$ cat config.mk
export PLATFORM = sky130hd
export DESIGN_NAME = udp_tx_arbiter
export DESIGN_NICKNAME = d
export VERILOG_FILES = /design/src/rtl/udp_stream_pkg.sv /design/src/rtl/rr_pick.sv /design/src/rtl/udp_tx_arbiter.sv
export SDC_FILE = /design/constraint.sdc
export NUM_CORES = 1
export LEC_CHECK = 0
export CAP_MARGIN = 20
export CORE_AREA = 2 2 199 201
export CTS_CLUSTER_SIZE = 40
export DETAILED_ROUTE_END_ITERATION = 16
export DIE_AREA = 0 0 201 203
export SLEW_MARGIN = 20
export SYNTH_ARGS = -nofsm -noshare
export SYNTH_HDL_FRONTEND = slang
export SYNTH_HIERARCHICAL = 1
export SYNTH_SLANG_ARGS = --single-unit
$ cat constraint.sdc
create_clock -name axis_aclk -period 4.05 [get_ports axis_aclk]
set_input_delay 0.405 -clock axis_aclk [delete_from_list [all_inputs] [get_ports axis_aclk]]
set_output_delay 0.405 -clock axis_aclk [all_outputs]
set_load 0.02 [all_outputs]
$ cat src/rtl/udp_stream_pkg.sv
// Shared definitions for the UDP transmit stream path.
//   arb_state_e : arbiter FSM state (IDLE waits for a requester, PASS forwards one frame)
//   BEAT_W      : default AXI-Stream beat width in bits
//   KEEP_W      : default byte-enable width (BEAT_W/8)
//   rr_idx_w()  : width of a source index for a given source count (minimum 1 bit)
package udp_stream_pkg;

  typedef enum logic {
    ST_IDLE = 1'b0,
    ST_PASS = 1'b1
  } arb_state_e;

  localparam int BEAT_W = 64;
  localparam int KEEP_W = BEAT_W / 8;

  function automatic int rr_idx_w(input int n);
    return (n < 2) ? 1 : $clog2(n);
  endfunction

endpackage

$ cat src/rtl/rr_pick.sv
// Round-robin priority search.
//   req_i   : request vector, one bit per source
//   last_i  : index of the previously granted source
//   idx_o   : first requesting index searching from last_i+1 upward, wrapping at N
//   valid_o : high when any request bit is set (idx_o is 0 otherwise)
// Purely combinational; the caller registers the result.
module rr_pick #(
  parameter int N  = 4,
  parameter int IW = 2
) (
  input  logic [N-1:0]  req_i,
  input  logic [IW-1:0] last_i,
  output logic [IW-1:0] idx_o,
  output logic          valid_o
);

  logic [IW-1:0] cand;

  // Offsets 1..N visit every source exactly once, last_i itself being checked last.
  always_comb begin
    idx_o   = '0;
    valid_o = 1'b0;
    cand    = '0;
    for (int off = 1; off <= N; off++) begin
      cand = IW'((int'(last_i) + off) % N);
      if (!valid_o && req_i[cand]) begin
        valid_o = 1'b1;
        idx_o   = cand;
      end
    end
  end

endmodule

$ cat src/rtl/udp_tx_arbiter.sv
// Frame-atomic round-robin merge of NUM_SRC AXI-Stream sources onto one MAC TX stream.
//   axis_aclk / axis_areset       : clock, synchronous active-high reset
//   s_axis_t{data,keep,valid,last,user} : packed source streams, source k in slice k
//   s_axis_tready                 : per-source ready
//   m00_axis_t{data,keep,valid,last,user}, m00_axis_tready : merged stream to the MAC
//   src_enable                    : per-source arbitration mask
//   grant_idx                     : current or most recently granted source
//   busy                          : FSM state exposure, high in PASS (frame in flight)
//   frame_count                   : packed 32-bit per-source completed-frame counters
//
// Handshake: a beat transfers on a rising edge where valid and ready are both high.
// Ready is a pure combinational pass-through of m00_axis_tready to the granted source
// only; valid may be dropped by the source between beats without releasing the grant.
// The grant is released solely by the tlast handshake (or reset).
module udp_tx_arbiter
  import udp_stream_pkg::*;
#(
  parameter int NUM_SRC            = 4,
  parameter int C_AXIS_TDATA_WIDTH = BEAT_W,
  parameter int C_AXIS_TKEEP_WIDTH = KEEP_W,
  localparam int IW                = rr_idx_w(NUM_SRC)
) (
  input  logic                                  axis_aclk,
  input  logic                                  axis_areset,
  input  logic [NUM_SRC*C_AXIS_TDATA_WIDTH-1:0] s_axis_tdata,
  input  logic [NUM_SRC*C_AXIS_TKEEP_WIDTH-1:0] s_axis_tkeep,
  input  logic [NUM_SRC-1:0]                    s_axis_tvalid,
  input  logic [NUM_SRC-1:0]                    s_axis_tlast,
  input  logic [NUM_SRC-1:0]                    s_axis_tuser,
  output logic [NUM_SRC-1:0]                    s_axis_tready,
  output logic [C_AXIS_TDATA_WIDTH-1:0]         m00_axis_tdata,
  output logic [C_AXIS_TKEEP_WIDTH-1:0]         m00_axis_tkeep,
  output logic                                  m00_axis_tvalid,
  output logic                                  m00_axis_tlast,
  output logic                                  m00_axis_tuser,
  input  logic                                  m00_axis_tready,
  input  logic [NUM_SRC-1:0]                    src_enable,
  output logic [IW-1:0]                         grant_idx,
  output logic                                  busy,
  output logic [NUM_SRC*32-1:0]                 frame_count
);

  localparam int W  = C_AXIS_TDATA_WIDTH;
  localparam int KW = C_AXIS_TKEEP_WIDTH;

  arb_state_e    state_q, state_d;
  logic [IW-1:0] grant_q, grant_d;
  logic [31:0]   cnt_q [NUM_SRC];

  logic [NUM_SRC-1:0] req;
  logic [IW-1:0]      pick_idx;
  logic               pick_valid;
  logic               last_hs;

  assign req = s_axis_tvalid & src_enable;

  rr_pick #(
    .N  (NUM_SRC),
    .IW (IW)
  ) u_pick (
    .req_i   (req),
    .last_i  (grant_q),
    .idx_o   (pick_idx),
    .valid_o (pick_valid)
  );

  assign last_hs = (state_q == ST_PASS) & m00_axis_tvalid & m00_axis_tready & m00_axis_tlast;

  // State register. grant_q resets to the top index so the first search begins at source 0.
  always_ff @(posedge axis_aclk) begin
    if (axis_areset) begin
      state_q <= ST_IDLE;
      grant_q <= IW'(NUM_SRC - 1);
    end else begin
      state_q <= state_d;
      grant_q <= grant_d;
    end
  end

  // Next-state logic. grant only changes on entry to PASS, so it also holds the last winner.
  always_comb begin
    state_d = state_q;
    grant_d = grant_q;
    case (state_q)
      ST_IDLE: begin
        if (pick_valid) begin
          state_d = ST_PASS;
          grant_d = pick_idx;
        end
      end
      ST_PASS: begin
        if (last_hs) state_d = ST_IDLE;
      end
      default: state_d = ST_IDLE;
    endcase
  end

  // Output mux: everything is zero in IDLE; in PASS the granted slice is forwarded.
  always_comb begin
    m00_axis_tdata  = '0;
    m00_axis_tkeep  = '0;
    m00_axis_tvalid = 1'b0;
    m00_axis_tlast  = 1'b0;
    m00_axis_tuser  = 1'b0;
    s_axis_tready   = '0;
    if (state_q == ST_PASS) begin
      for (int k = 0; k < NUM_SRC; k++) begin
        if (grant_q == IW'(k)) begin
          m00_axis_tdata   = s_axis_tdata[k*W +: W];
          m00_axis_tkeep   = s_axis_tkeep[k*KW +: KW];
          m00_axis_tvalid  = s_axis_tvalid[k];
          m00_axis_tlast   = s_axis_tlast[k];
          m00_axis_tuser   = s_axis_tuser[k];
          s_axis_tready[k] = m00_axis_tready;
        end
      end
    end
  end

  // Completed-frame counters; reset wins over a same-edge tlast handshake.
  always_ff @(posedge axis_aclk) begin
    if (axis_areset) begin
      for (int k = 0; k < NUM_SRC; k++) cnt_q[k] <= '0;
    end else begin
      for (int k = 0; k < NUM_SRC; k++) begin
        if (last_hs && grant_q == IW'(k)) cnt_q[k] <= cnt_q[k] + 32'd1;
      end
    end
  end

  always_comb begin
    frame_count = '0;
    for (int k = 0; k < NUM_SRC; k++) frame_count[k*32 +: 32] = cnt_q[k];
  end

  assign grant_idx = grant_q;
  assign busy      = (state_q == ST_PASS);

endmodule

### Word-level counts from Yosys, hierarchy flattened

Memories as Yosys holds them, arrays and structs flattened.
Cells that the tools add are included.

* add/subtract/negate cells: 8
* multipliers: 0
* div/mod/pow operators: 0
* magnitude comparators: 4
* equal/unequal tests: 3
* shifts and indexed selects: 0
* mux-type cells: 67
* bitwise logic cells: 9
* reductions and logical operators: 12

Operators with widths (count)
* $mux 64: 5
* $add 32x1->32 const B: 4
* $mux 32: 4
* $mux 1: 43
* $mux 8: 5
* $lt 2x3->1 const B: 4
* $bmux 1 s2: 4
* $mux 2: 4
* $logic_and 1x1->1: 7
* $add 2x1->2 const B: 2
* $add 2x2->2 const B: 2
* $and 4x4->4: 1
* $eq 2x2->1 const B: 2
* $mux 4: 1
* $or 1x1->1: 4
* $and 1x1->1: 3
* $logic_not 1->1: 3
* $eq 2x1->1 const B: 1
* $logic_not 2->1: 1
* $pmux 1 s2: 1
* $reduce_and 2->1: 1
* $not 1->1: 1

* register bits: 3
* bits in latches: 0
* RAM bits: 128
* ROM bits: 0
* bits of input ports: 307
* output and inout bits: 210
* logic and storage cells: 106
* memories: 1

Memory list
* cnt_q: words 4, width 32, read ports 4, clocked after Yosys merged registers in 0, wr ports 4, line udp_tx_arbiter.sv:48 `logic [31:0] cnt_q [NUM_SRC];`

### Longest topological paths before layout

Gate-level depths: netlist (run 1).

* depth after elaboration: 15
* mapped depth: 7
* depth with buffers taken out: 6

### By module

The synthesis (run 1) kept the hierarchy.

Modules (own cells, without submodules)
* udp_tx_arbiter: times used 1, cells an instance 837, area an instance 9420.3 µm², seq. area each 3903.7 µm²
* rr_pick: times used 1, cells an instance 14, area an instance 91.3 µm², seq. area each 0.0 µm²

### Worst setup path after synthesis (run 1)

Ideal clock, no wire load.

* path type: reg-to-reg
* start point: register grant_q[1] (netlist: grant_idx[1])
* end point: memory cnt_q[3][0] (enable)
* setup time: 0.428 ns
* data arrival time: 2.934 ns
* data required time: 3.622 ns
* setup slack: 0.688 ns
* stages on the path, launching flop included: 6
* clock period less this slack: 3.362 ns
* cell sequence: dfxtp_1 > buf_2 > buf_2 > buf_1 > nand2_1 > o21bai_1

RTL lines
* start, declared: line udp_tx_arbiter.sv:47 `logic [IW-1:0] grant_q, grant_d;`
* start signal, assigned: line udp_tx_arbiter.sv:73 `grant_q <= IW'(NUM_SRC - 1);`
* start signal, assigned: line udp_tx_arbiter.sv:76 `grant_q <= grant_d;`
* end, declared: line udp_tx_arbiter.sv:48

### Worst setup path after layout (run 1)

* start point: register grant_q[0] (netlist: grant_idx[0])
* end point: output port m00_axis_tdata[33]

* longest elaborated chain between the ends: 6
* elaborated cells on any way between the ends: 9

Ends and longest elaborated chain
* $logic_not 2->1: line udp_tx_arbiter.sv:108 `if (grant_q == IW'(k)) begin`
* $mux 64 (3 in series): line udp_tx_arbiter.sv:108
* $mux 64 (*): line udp_tx_arbiter.sv:108
* $mux 64 (*): line udp_tx_arbiter.sv:106 `if (state_q == ST_PASS) begin`
* end, declared: line udp_tx_arbiter.sv:31 `output logic [C_AXIS_TDATA_WIDTH-1:0] m00_axis_tdata,`

Mark *: on every way between the ends. The rest lies on a longest branch, timed or not.

==> summary by stage, run 1 <==
Clocking
TritonCTS built the clock tree. The number of gates resized after CTS is 0. The clock slew at the register clock pins of the worst setup and hold paths is 0.07 ns. For this design, the CTS-stage hold fixing added 0 buffers. The maximum clock insertion buffer count is 2. The tree is rooted in a clkbuf_16. The number of H-tree levels is 4. The number of buffers created by CTS is 17. Clock latency on the worst-skew pair, taken at its later pin, is 0.43 ns. For this design, the sink count on the clock tree is 131.

The count of buffers added by post-CTS timing repair for setup is 0.

Route
The pre-antenna-repair detailed-routing pass consisted of 4 iterations. The detailed router placed 9093 vias in this run. The average vias per placed instance is 4.80. The final wirelength is 46.8 mm. The DRC violations left is 0. The final antenna-violating net count is 0. The first routing iteration left 562 violations. In the final routed layout, each cell accounts on average for 24.7 um.

Yosys
Of the total synthesized cell area, the portion taken by XOR and XNOR cells is 0.110. The simple-gate portion of the synthesized area is 0.258. The synthesized area per cell is 11.2 um2.

The biggest area contributor in the post-synthesis netlist is edfxtp_1. The number of different library cells in the post-synthesis netlist is 48. The adder-cell area share of the yosys netlist is 0.00526. The number of enable flip-flop cells after synthesis is 128.

The complex-gate fraction of the synthesized area is 0.0103. During synthesis, Yosys emitted a total of 6 warnings. Sorting the synthesized cells by area gives the leading types as edfxtp_1, mux4_2, xor2_1. The top-area cell type share of the netlist area is 0.404. After synthesis, the share of flip-flops with an asynchronous set or reset is 0. The most common cell in the synthesized netlist is nor2_1.

The commonest register cell after synthesis is edfxtp_1. The multiplexer fraction of the synthesized cell area is 0.179. The portion of the post-synthesis area used by sequential elements is 0.410. By count the netlist is led by nor2_1, edfxtp_1, and2_1. The number of nets handed over by synthesis was 1162. After synthesis, the largest family of logic cells by area is simple AND/OR/NAND/NOR gates.

Synthesis inferred 131 register bits. The cell count after synthesis is 851. The total standard cell area after synthesis is 9510 um2.

Worst setup path
The reg-to-reg endpoint is cnt_q[3][14]. Data on the critical path is required at its endpoint by 3.64 ns. In this run the worst path has a maximum fanout of 37. Setup slack on the worst reg-to-reg path comes out at 1.38 ns.

The origin of the critical flop-to-flop path is grant_idx[1]. The worst setup path is launched from a register. The worst setup path is of the register to output port kind.

The worst setup path is captured at an output port. Data arrives at the worst endpoint at 2.92 ns. The logic depth of the worst register-to-register path is 4.

Die
The total I/O pin count is 517. In this run the vertical extent of the chip is 203 um. The floorplan has 72 rows. The initial cell density of the core is 0.247. The placeable core area is 38500 um2.

From left edge to right edge, the die measures 201 um. The die area is 40800 um2.

GRT
The via count of the first global-routing pass is 9301. The largest net degree at the start of global routing is 59. The wire length of the first global-routing pass is 66.6 mm. For this run, the total global-route usage over all layers was measured as 0.226.

The number of antenna violations at the first check in global routing is 18. The residual overflow from global routing is 0.

STA
The routed design could run at a clock period as short as 3.33 ns. The maximum frequency from static timing analysis is 0.300 GHz. Setup violations remaining at the end of the flow were counted as 0. Setup repair after global routing left no endpoint under its margin. The number of slew-limit violations in the final report is 0. Measured against its own limit, the worst slew margin works out to 0.289. The period utilization is 0.822. The least setup slack across all paths after layout is 0.722 ns. For the pin with the worst max-slew slack, the measured transition is 1.06 ns. The final total negative setup slack is 0 ns. The hold violation count in the final report is 0. The worst setup skew after layout is 0.0281 ns.

Pwr
The leakage dissipation is 0.00535 uW. Power spread over the standard cell area amounts to 293 nW/um2. VDD sags by at most 0.000224 V.

Outcome
The flow ran to the end, and the final reports show no timing, DRC or antenna violations.

Final layout
The number of nets in the finished design is 1665. The share of final-layout standard cells stronger than drive strength 1 is 0.110. The growth of design area from synthesis to finish is 67.1%. The finished layout holds 1893 standard cells, fillers aside. The filler cells instantiated in the layout total 3750.

Hold path
Counting instances, the worst hold path has a depth of 2. The min-delay analysis places its worst path in the category register to register. The path with the worst hold slack has its endpoint at cnt_q[1][31].

In this run the most critical hold path is launched from cnt_q[1][31].

Flow run
Max-cap violations in this run came to 0.

Placement
The weighted congestion at the end of routability-driven global placement is 0.968. During placement, the flow inserted port buffers numbering 516. After legalization and detailed placement, the total HPWL measured 38.3 mm. The setup slack at placement is 1.09 ns.

The total instance count after detailed placement is 1853.
-- cells in the final DEF (no fill, tap or decap), types with 3 or more instances in the layout --
master           count
nor4_1               5
xor2_1              75
inv_8                6
edfxtp_1           128
clkbuf_16           17
clkdlybuf4s50_1    516
and2_1              87
inv_1               10
or3_1                3
nand2_1             35
nor2_1             154
nor4_2               6
nor2b_1              3
nand2b_1             6
xnor2_1             44
diode_2              8
buf_4               14
ha_1                 4
inv_6                4
nand3_1             46
and3_1              20
nand4_1             43
nor3_1              10
mux4_2              75
and4_1              12
a21oi_1              3
nor3_2               4
-- through the flow --
step	hold slack, ns	cell area (um2)	power (uW)	util
after CTS	0.632	15900	4710	0.413
after detailed placement	0.616	15300	3090	0.397
final	0.625	15900	4660	0.413
after global routing	0.653	15900	4850	0.413
after global placement	0.596	15300	3090	0.397
after floorplan	0.665	9510	2310	-
-- how the worst max path moves through the flow --
stage / to / cells after the start / slack, ns / start
2_1_floorplan: cnt_q[3][0] / 5 / 0.69 / grant_idx[1]
3_3_place_gp: m00_axis_tdata[33] / 4 / 1.12 / grant_idx[0]
3_5_place_dp: m00_axis_tdata[33] / 4 / 1.09 / grant_idx[0]
4_1_cts: m00_axis_tdata[33] / 4 / 0.63 / grant_idx[0]
5_1_grt: m00_axis_tdata[35] / 4 / 0.54 / grant_idx[0]
6_report: m00_axis_tdata[33] / 4 / 0.72 / grant_idx[0]
-- layer usage --
metal | up-vias | track usage | part of all wire
met3 | 48 | 0.0754 | 0.081
met4 | 4 | 0.0630 | 0.022
met2 | 364 | 0.395 | 0.50
met5 | - | 0 | 0.00056
li1 | 4156 | - | -
met1 | 4521 | 0.264 | 0.40
-- critical path, stage by stage (launching register included) --
cell	delay [ns]
dfxtp_4	0.87
buf_12	0.32
mux4_2	0.53
and2_1	0.17
clkdlybuf4s50_1	0.56
-- state kept, by name, summed over array words and instances, names as in the netlist --
signal,flops
busy,1
cnt_q,128
grant_idx,2
-- power by group --
group	switching [uW]	leakage, uW	internal [uW]
registers	144	0.00135	1550
clock network	712	0.000296	890
logic	559	0.00371	806
total	1420	0.00535	3240
-- logic make-up (layout without fill, tap and decap cells) --
logic type,count (synthesis),after routing
AOI/OAI and AO/OA,13,13
muxes,76,76
other,0,8
buffers and inverters,58,574
DFF,131,131
and+or+nand+nor,450,450
adders and majority gates,4,4
xor gates and xnor gates,119,119
-- cell type report --
cell class	count	area, um2	share of cell area
Multi-Input combinational cell	662	5360	0.337
Timing Repair Buffer	532	5310	0.334
Sequential cell	131	3910	0.246
Tap cell	518	648	0.0408
Clock buffer	17	425	0.0268
Clock inverter	15	181	0.0114
Inverter	10	37.5	0.00236
Antenna cell	8	20.0	0.00126
No activity file was read; power rests on OpenSTA's default activity.
==> run 2, diff against run 1 <==
clock period = 3.2 ns   (was 4.05 ns; I/O delays follow)
==> run 2 against run 1 <==
Compared with the run above: power increased by 22%; design area decreased by 0.13%; wire length decreased by 16%; largest power group unchanged; clock power increased by 15%; core utilization decreased by 0.055 points; sequential share of layout area about the same; sequential cell count unchanged; critical path depth unchanged; via count decreased by 1.3%.
==> summary by stage, run 2 (synthesis gave the netlist of run 1 again) <==
Outcome
Outcome: finished, final reports clean (unchanged).

Pwr
The power per cell area was 358 nW/um2 (was 293 nW/um2). The worst IR drop on VDD is 0.000273 V (was 0.000224 V). The leakage dissipation is 0.00534 uW (was 0.00535 uW).

Worst setup path
The reg-to-reg endpoint is cnt_q[3][4] (was cnt_q[3][14]). The type of destination of the critical path is an output port (unchanged). The maximum fanout along the worst path was 25 (was 37).

The data required time at the worst endpoint came to 2.88 ns (was 3.64 ns). The worst setup slack for register-to-register paths is 0.88 ns (was 1.38 ns). The arrival time of the worst setup path is 2.62 ns (was 2.92 ns). The type of origin of the critical path is a register (unchanged). The kind of critical path is register to output port (unchanged).

The origin of the critical flop-to-flop path is grant_idx[0] (was grant_idx[1]). The logic depth of the worst register-to-register path is 6 (was 4).

Clocking
The clock tree root buffer cell is clkbuf_16 (unchanged). The number of gates resized after CTS is 0 (unchanged). The clock tree from TritonCTS is built (unchanged). The clock latency reported for the late side of the worst-skew pair is 0.43 ns (about the same). The number of sinks on the clock net is 131 (unchanged). The maximum clock insertion buffer count is 2 (unchanged). The number of H-tree levels is 4 (unchanged).

The clock slew at the register clock pins of the worst setup and hold paths is 0.06 ns (was 0.07 ns). The number of buffers created by CTS came to 17 (unchanged).

STA
The maximum frequency from static timing analysis is 0.340 GHz. Of the available clock period, the critical path in the final layout requires 0.918. The worst max-slew margin expressed relative to the limit came to 0.491 (was 0.289). The transition time at the pin with the least slew margin came to 0.756 ns (was 1.06 ns). The number of slew-limit violations in the final report is 0 (unchanged). Setup repair after global routing missed its margin: no (unchanged). The final total negative setup slack is 0 ns (unchanged). The worst setup skew after layout is 0.0136 ns (was 0.0281 ns). The number of failing setup endpoints in the final timing report is 0 (unchanged). The least setup slack across all paths after layout is 0.261 ns (was 0.722 ns).

The hold violation count in the final report is 0 (unchanged). The routed design could run at a clock period as short as 2.94 ns.

Final layout
Highest-count cells in the layout ignoring fill and taps: clkdlybuf4s50_1, nor2_1, edfxtp_1 (unchanged). The register cell area after layout is 3910 um2 (unchanged). The number of nets in the finished design was 1667 (was 1665).

The footprint of the multi-input gates was 5360 um2 (unchanged). The register with the most flip-flops is cnt_q (unchanged). The share of final-layout standard cells stronger than drive strength 1 was 0.109 (was 0.110). The fill cell total of the finished layout is 3730 (was 3750).

The flip-flop count of the largest register, all copies and words added is 128 (unchanged). The most common library cell in the layout ignoring fill and taps is clkdlybuf4s50_1 (unchanged). The growth of design area from synthesis to finish came to 66.9% (was 67.1%).

Hold path
The path type of the worst min-delay path is register to register (unchanged). The endpoint of the worst hold path is cnt_q[0][31] (was cnt_q[1][31]). The hold path startpoint is cnt_q[0][31] (was cnt_q[1][31]).

The worst hold path stage count is 2 (unchanged).

Route
The average vias per placed instance is 4.74 (was 4.80). The DRC violations left is 0 (unchanged). The total iterations of the first detailed-routing run came to 4 (unchanged).

The final wirelength is 39.4 mm (was 46.8 mm). The final antenna-violating net count is 0 (unchanged). The detail-routed net length per standard cell is 20.8 um (was 24.7 um).

The number of violations reported at the end of detailed-routing iteration 0 was 527 (was 562). The via count of the routed design is 8979 (was 9093).

Die
The placeable core area is 38500 um2 (unchanged). The width of the die is 201 um (unchanged). The die area is 40800 um2 (unchanged). The die height came to 203 um (unchanged). The total I/O pin count is 517 (unchanged). The floorplan row count is 72 (unchanged). The initial cell density of the core is 0.247 (unchanged).

Placement
The post-detailed-placement half-perimeter wirelength came to 30.8 mm (was 38.3 mm). The number of I/O port buffers is 516 (unchanged). The setup slack at placement is 0.542 ns (was 1.09 ns).

The weighted congestion at the end of routability-driven global placement came to 0.900 (was 0.968).

Flow run
The max-capacitance violation count is 0 (unchanged).

GRT
The number of antenna violations at the first check in global routing is 7 (was 18). The combined global-route utilization of all metal layers was 0.187 (was 0.226). The wire length of the first global-routing pass came to 57.9 mm (was 66.6 mm). The largest net degree at the start of global routing is 51 (was 59). The via count of the first global-routing pass came to 9296 (was 9301).

The residual overflow from global routing came to 0 (unchanged).
[run 2: cell types whose count changed in the layout (fill, tap and decap cells not counted), moves of 2 or more]
cell        delta
diode_2        -2
inv_6          -3
clkinv_8       -2
clkinv_4       +2
clkinv_2       +2
clkinvlp_4     +3
clkinv_1       +3
inv_8          -6
[run 2: through the flow]
step / power, uW / instance area, um2 / instances / utilization / hold slack [ns]
2_1_floorplan: 2920 / 9520 / 851 / - / 0.665
3_3_place_gp: 3870 / 15300 / 1854 / 0.397 / 0.598
3_5_place_dp: 3880 / 15300 / 1854 / 0.397 / 0.612
4_1_cts: 5750 / 15800 / 1886 / 0.412 / 0.627
5_1_grt: 5910 / 15900 / 1891 / 0.413 / 0.635
6_report: 5690 / 15900 / 1893 / 0.413 / 0.619
[run 2: critical path: stages, from the launching register on]
cell             delay [ns]
dfxtp_4                0.59
buf_12                 0.27
mux4_2                 0.58
and2_1                 0.19
clkdlybuf4s50_1        0.54
[run 2: how the worst max path moves through the flow]
stage                 start            endpoint  slack [ns]  cells after the start
3_5_place_dp   grant_idx[0]  m00_axis_tdata[34]        0.54                      4
5_1_grt        grant_idx[0]  m00_axis_tdata[26]        0.12                      4
2_1_floorplan  grant_idx[1]         cnt_q[1][0]        0.08                      4
3_3_place_gp   grant_idx[0]  m00_axis_tdata[15]        0.54                      4
6_report       grant_idx[0]  m00_axis_tdata[15]        0.26                      4
4_1_cts        grant_idx[0]  m00_axis_tdata[34]        0.05                      4
[run 2: final cells by class]
class                      instances  share of cell area
multi-input combinational        662               0.338
tap                              518              0.0408
inverter                          10             0.00236
clock inverter                    14             0.00733
sequential                       131               0.246
timing repair buffer             534               0.337
antenna                            6            0.000946
clock buffer                      18              0.0270
[run 2: routing by layer]
layer / routed length, um / global-route usage / part of all wire / vias to the layer above
met5: 0 / 0 / 0 / -
met3: 2570 / 0.0443 / 0.065 / 45
met1: 16400 / 0.236 / 0.42 / 4422
met4: 868 / 0.0566 / 0.022 / 0
met2: 19500 / 0.318 / 0.50 / 354
li1: - / - / - / 4158
[run 2: power by group]
group / internal, uW / switching (uW)
sequential: 1960 / 130
combinational: 1030 / 728
clock: 1060 / 783
[run 2: timing repair]
action | CTS | global route
hold buffers | 0 | 0
endpoints found under the setup margin | 0 | 10
endpoints found under the hold margin | 0 | 0
buffers inserted | 0 | 1
